--- src/rtl/mem_map_pkg.sv ---
// CPU read-side memory map: region bounds, region and FSM state encodings.
// Shared by the read responder and any write-side decoder.
package mem_map_pkg;

  localparam logic [31:0] DMEM_SIZE = 32'd64;
  localparam logic [31:0] VMEM_BASE = 32'd64;
  localparam logic [31:0] VMEM_END  = 32'd254063;
  localparam logic [31:0] CTRL_ADDR = 32'd254064;

  typedef enum logic [1:0] {
    REG_DMEM,
    REG_VMEM,
    REG_CTRL,
    REG_NONE
  } region_t;

  typedef enum logic [1:0] {
    IDLE,
    ISSUE,
    WAIT,
    RESP
  } state_t;

  // WAIT lasts LAT cycles, so the down-counter starts at LAT-1.
  function automatic logic [1:0] lat_to_cnt(input int lat);
    return 2'(lat - 1);
  endfunction

endpackage

--- src/rtl/mem_region_decode.sv ---
// Combinational byte-address to region decode plus video-RAM rebased offset.
// Zero latency, no flow control.
module mem_region_decode
  import mem_map_pkg::*;
(
  input  logic [31:0] addr,
  output region_t     region,
  output logic [31:0] vmem_off
);

  always_comb begin
    region = REG_NONE;
    if (addr < DMEM_SIZE) begin
      region = REG_DMEM;
    end else if (addr <= VMEM_END) begin
      region = REG_VMEM;
    end else if (addr == CTRL_ADDR) begin
      region = REG_CTRL;
    end
  end

  assign vmem_off = addr - VMEM_BASE;

endmodule

--- src/rtl/mem_read_responder.sv ---
// Single-outstanding CPU read responder over data RAM, video RAM and a control register.
// Response LAT+2 cycles after accept for RAMs, 1 for CTRL/unmapped; held while rsp_ready=0.
module mem_read_responder
  import mem_map_pkg::*;
#(
  parameter int DMEM_LAT = 1,
  parameter int VMEM_LAT = 2
) (
  input  logic        clk,
  input  logic        rst_n,
  input  logic        req_valid,
  input  logic [31:0] req_addr,
  output logic        req_ready,
  output logic        rsp_valid,
  output logic [31:0] rsp_data,
  output logic        rsp_err,
  input  logic        rsp_ready,
  output logic        dmem_rd,
  output logic [31:0] dmem_addr,
  input  logic [31:0] dmem_rdata,
  output logic        vmem_rd,
  output logic [31:0] vmem_addr,
  input  logic [31:0] vmem_rdata,
  input  logic [31:0] ctrl_status
);

  localparam logic [1:0] DMEM_CNT = lat_to_cnt(DMEM_LAT);
  localparam logic [1:0] VMEM_CNT = lat_to_cnt(VMEM_LAT);

  state_t      state_q, state_d;
  region_t     region_q, region_d;
  logic [1:0]  cnt_q, cnt_d;
  logic [31:0] dmem_addr_q, dmem_addr_d;
  logic [31:0] vmem_addr_q, vmem_addr_d;
  logic [31:0] rsp_data_q, rsp_data_d;
  logic        rsp_err_q, rsp_err_d;

  region_t     dec_region;
  logic [31:0] dec_vmem_off;
  logic        accept;

  mem_region_decode u_decode (
    .addr     (req_addr),
    .region   (dec_region),
    .vmem_off (dec_vmem_off)
  );

  assign accept = req_valid & req_ready;

  always_comb begin
    state_d     = state_q;
    region_d    = region_q;
    cnt_d       = cnt_q;
    dmem_addr_d = dmem_addr_q;
    vmem_addr_d = vmem_addr_q;
    rsp_data_d  = rsp_data_q;
    rsp_err_d   = rsp_err_q;

    case (state_q)
      IDLE: begin
        if (accept) begin
          region_d = dec_region;
          case (dec_region)
            REG_DMEM: begin
              dmem_addr_d = req_addr;
              rsp_err_d   = 1'b0;
              state_d     = ISSUE;
            end
            REG_VMEM: begin
              vmem_addr_d = dec_vmem_off;
              rsp_err_d   = 1'b0;
              state_d     = ISSUE;
            end
            REG_CTRL: begin
              rsp_data_d = ctrl_status;
              rsp_err_d  = 1'b0;
              state_d    = RESP;
            end
            default: begin
              rsp_data_d = 32'd0;
              rsp_err_d  = 1'b1;
              state_d    = RESP;
            end
          endcase
        end
      end
      ISSUE: begin
        cnt_d   = (region_q == REG_DMEM) ? DMEM_CNT : VMEM_CNT;
        state_d = WAIT;
      end
      WAIT: begin
        // Last WAIT cycle is ISSUE+LAT: the RAM data is valid on this edge.
        if (cnt_q == 2'd0) begin
          rsp_data_d = (region_q == REG_DMEM) ? dmem_rdata : vmem_rdata;
          state_d    = RESP;
        end else begin
          cnt_d = cnt_q - 2'd1;
        end
      end
      RESP: begin
        if (rsp_ready) begin
          state_d = IDLE;
        end
      end
      default: state_d = IDLE;
    endcase
  end

  always_ff @(posedge clk or negedge rst_n) begin
    if (!rst_n) begin
      state_q     <= IDLE;
      region_q    <= REG_NONE;
      cnt_q       <= 2'd0;
      dmem_addr_q <= 32'd0;
      vmem_addr_q <= 32'd0;
      rsp_data_q  <= 32'd0;
      rsp_err_q   <= 1'b0;
    end else begin
      state_q     <= state_d;
      region_q    <= region_d;
      cnt_q       <= cnt_d;
      dmem_addr_q <= dmem_addr_d;
      vmem_addr_q <= vmem_addr_d;
      rsp_data_q  <= rsp_data_d;
      rsp_err_q   <= rsp_err_d;
    end
  end

  assign req_ready = (state_q == IDLE) & rst_n;
  assign rsp_valid = (state_q == RESP);
  assign rsp_data  = rsp_data_q;
  assign rsp_err   = rsp_err_q & (state_q == RESP);
  assign dmem_rd   = (state_q == ISSUE) & (region_q == REG_DMEM);
  assign vmem_rd   = (state_q == ISSUE) & (region_q == REG_VMEM);
  assign dmem_addr = dmem_addr_q;
  assign vmem_addr = vmem_addr_q;

endmodule

--- config.mk ---
export PLATFORM = sky130hd
export DESIGN_NAME = mem_read_responder
export DESIGN_NICKNAME = d
export VERILOG_FILES = /design/src/rtl/mem_map_pkg.sv /design/src/rtl/mem_region_decode.sv /design/src/rtl/mem_read_responder.sv
export SDC_FILE = /design/constraint.sdc
export NUM_CORES = 1
export LEC_CHECK = 0
export BUFFER_PORTS_ARGS = -buffer_cell sky130_fd_sc_hd__buf_4
export CAP_MARGIN = 10
export CORE_MARGIN = 2
export CORE_UTILIZATION = 51
export DETAILED_ROUTE_END_ITERATION = 10
export GPL_TIMING_DRIVEN = 0
export PLACE_DENSITY_LB_ADDON = 0.08
export SLEW_MARGIN = 10
export SYNTH_ARGS = -nofsm -noshare
export SYNTH_HDL_FRONTEND = slang
export SYNTH_SLANG_ARGS = --single-unit
--- constraint.sdc ---
create_clock -name clk -period 3.6 [get_ports clk]
set_clock_uncertainty 0.1 [all_clocks]
set_input_delay 0.36 -clock clk [delete_from_list [all_inputs] [get_ports clk]]
set_output_delay 0.36 -clock clk [all_outputs]
set_load 0.03 [all_outputs]
==> flow_summary.ini <==
[detailed_routing]
vias_per_cell = 5.09
antenna_left = 0
wl_per_cell_um = 16.0
drt-total-wl_um = 13600
vias = 4314
firstDrtPassIters = 4
route.detailed.drc = 0
drt_iter0_markers = 158

[final_layout]
antenna_cells = 0
finalInstanceArea_mm2 = 0.00743
drive_gt1_share_pct = 50.1
area_delta_synth_final_pct = 41.5
instances_no_fill = 848
final_common_cell = buf_4
mostFrequentLayoutCells = buf_4 (232), dfrtp_1 (101), mux2_2 (72)
nets = 847

[worst_hold_path]
holdPathStages = 2
min_to = vmem_addr[3]
worstHoldPathType = in2reg
hp-start = req_addr[3]

[synthesis]
netlist.area_leader.share_pct = 48.1
synth_nets = 601
seq_area_frac_synth_pct = 49.1
syn_inst = 461
synthArstFlopShare_pct = 100
synth_flop_cell = dfrtp_1
syn_avg_cell_area_um2 = 11.4
yosysWarnings = 0
ys_ff_latch = 103
synth-edff-count = 0
ys_types = 42
syn_area_mm2 = 0.00525
synthTopCellsByArea = dfrtp_1 (48%), mux2_2 (15%), mux2_4 (5.7%)
yosys.area.top_type = dfrtp_1

[floorplanning]
ios = 233
fp.dieW_um = 105
coreArea_mm2 = 0.0101
die_area_mm2 = 0.0111
rows = 37
die_h_um = 105
initial_core_util_pct = 51.8

[place]
place_area_mm2 = 0.00719
gp_congestion = 0.855
port_buffers = 232
dp_hpwl_um = 10400
dp_cells = 830

[power]
switchingPower_mw = 1.46
combPwrFrac_pct = 45.5
power_leakage_nw = 3.83
irDropWorstVdd_mv = 0.267
pwr-share-seq_pct = 35.9
clkPwrFrac_pct = 18.6
power_density_mw_per_mm2 = 521
internal-power_mw = 2.41
power_mw = 3.87
netSwitchingFraction_pct = 37.8

[cts]
path_clk_slew_ps = 110
cts_setup_buffers = 0
cts_root_buf = clkbuf_8
cts_tree = yes
cts.sinks = 103
clock_latency_ps = 370
clk_path_buf_depth = 2
cts_max_level = 3
cts_made_buffers = 9

[sta]
tns_ps = 0
fmax_mhz = 318
final_max_slew_viol_count = 0
fin_crit_ps = 3150
tightest_slew_ps = 1100
fin_crit_sh_pct = 87.4
rsz0062_at_grt = false
setup_viol = 0
finalHoldViolations = 0
maxSlewHeadroom_pct = 26.3

[critical_path]
start_kind = primary input
reg2regPathDepth = 6
critPathMaxFanout = 56
r2r_end = dmem_addr[7]
ff2ff_setup_slack_ps = 610
reg2reg_from = state_q[0]
crit_required_ps = 3770
critPathKind = in2reg
arrival_ps = 3310
endpoint_kind = register

[global_route]
grt_max_degree = 57
grt_pass1_vias = 4459
grt_pass1_wl_um = 22100
antenna_found_initial = 0
grt_usage_pct = 25.0
grt_overflow = 0

[job]
maxCapViolCount = 0

[outcome]
outcome = complete, no violations
[layout make-up]
class / instances / area [µm²]
fillers: 768 / 2710
well taps: 136 / 170
repair buffers: 235 / 1810
multi-input cells: 325 / 2500
inverters: 9 / 33.8
plain buffers: 24 / 136
flip-flops and latches: 103 / 2580
clock buffers: 9 / 124
clock inverters: 7 / 77.6
[stage by stage]
stage / hold slack (ps) / setup WS [ps] / utilization [%]
6_report: 138 / 453 / 73.3
5_1_grt: 115 / 233 / 73.3
4_1_cts: 122 / 413 / 73.3
3_5_place_dp: 344 / 47.3 / 70.9
3_3_place_gp: 364 / -189 / 70.7
2_1_floorplan: -35.6 / 1280 / -
[power groups by stage]
stage | clock network [mW] | logic [mW] | registers [mW]
6_report | 0.722 | 1.76 | 1.39
3_3_place_gp | 0 | 1.72 | 1.40
2_1_floorplan | 0 | 0.996 | 1.59
4_1_cts | 0.743 | 1.77 | 1.39
3_5_place_dp | 0 | 1.76 | 1.41
5_1_grt | 0.790 | 1.93 | 1.41
[routing by layer]
layer  global-route usage, %  wire, µm
met3                    6.56      1010
met1                    31.4      5450
met2                    42.9      6940
met4                    6.48       159
met5                       0         0
[synthesized netlist by cell type (4+ instances only)]
cell type and count:
mux2_4 20, o21ai_0 37, xor2_1 5, inv_1 9, clkbuf_1 16, nor2b_1 32, nand3_1 7, mux2_2 72
buf_2 5, o21ai_1 5, and2_1 5, nor4_1 5, nor3_1 7, dfrtp_1 101, xnor2_1 4, ha_1 8
nand2b_1 37, nor2_1 9, nand2_1 43
[worst max path at each step]
stage / start / end / slack, ps / cells after the start
after global routing: rst_n / dmem_addr[6] / 230 / 7
after CTS: rst_n / dmem_addr[7] / 410 / 7
after detailed placement: rst_n / dmem_addr[7] / 50 / 6
after floorplan: req_addr[6] / dmem_addr[2] / 1280 / 7
final: rst_n / dmem_addr[7] / 450 / 7
after global placement: rst_n / dmem_addr[6] / -190 / 5
[cells by family (layout without fill, tap and decap cells)]
| family | count (synthesis) | count (layout) | synth area share [%] |
|---|---|---|---|
| buffers and inverters | 33 | 284 | 3.24 |
| adders and majority gates | 8 | 8 | 1.91 |
| AOI/OAI and AO/OA | 55 | 55 | 5.86 |
| muxes | 95 | 95 | 21.8 |
| DFF | 103 | 103 | 49.1 |
| xor gates and xnor gates | 9 | 9 | 1.50 |
| and+or+nand+nor | 158 | 158 | 16.6 |
[critical path, stage by stage]
cell and delay (ps):
dlygate4sd3_1 530, buf_4 150, buf_16 250, nand3_1 250
nor4_1 980, buf_2 390, mux2_2 360
[flip-flops by register name, summed over array words and instances (netlist names)]
register and cells:
vmem_addr 32, region_q 2, rsp_err_q 1, rsp_data 32, cnt_q 2, dmem_addr 32, state_q 2
[what timing repair did]
item / in CTS / in global routing
gates resized for setup: 0 / 0
hold buffers: 2 / 0
endpoints found under the hold margin: 51 / 0
No activity file was read; power rests on OpenSTA's default activity.
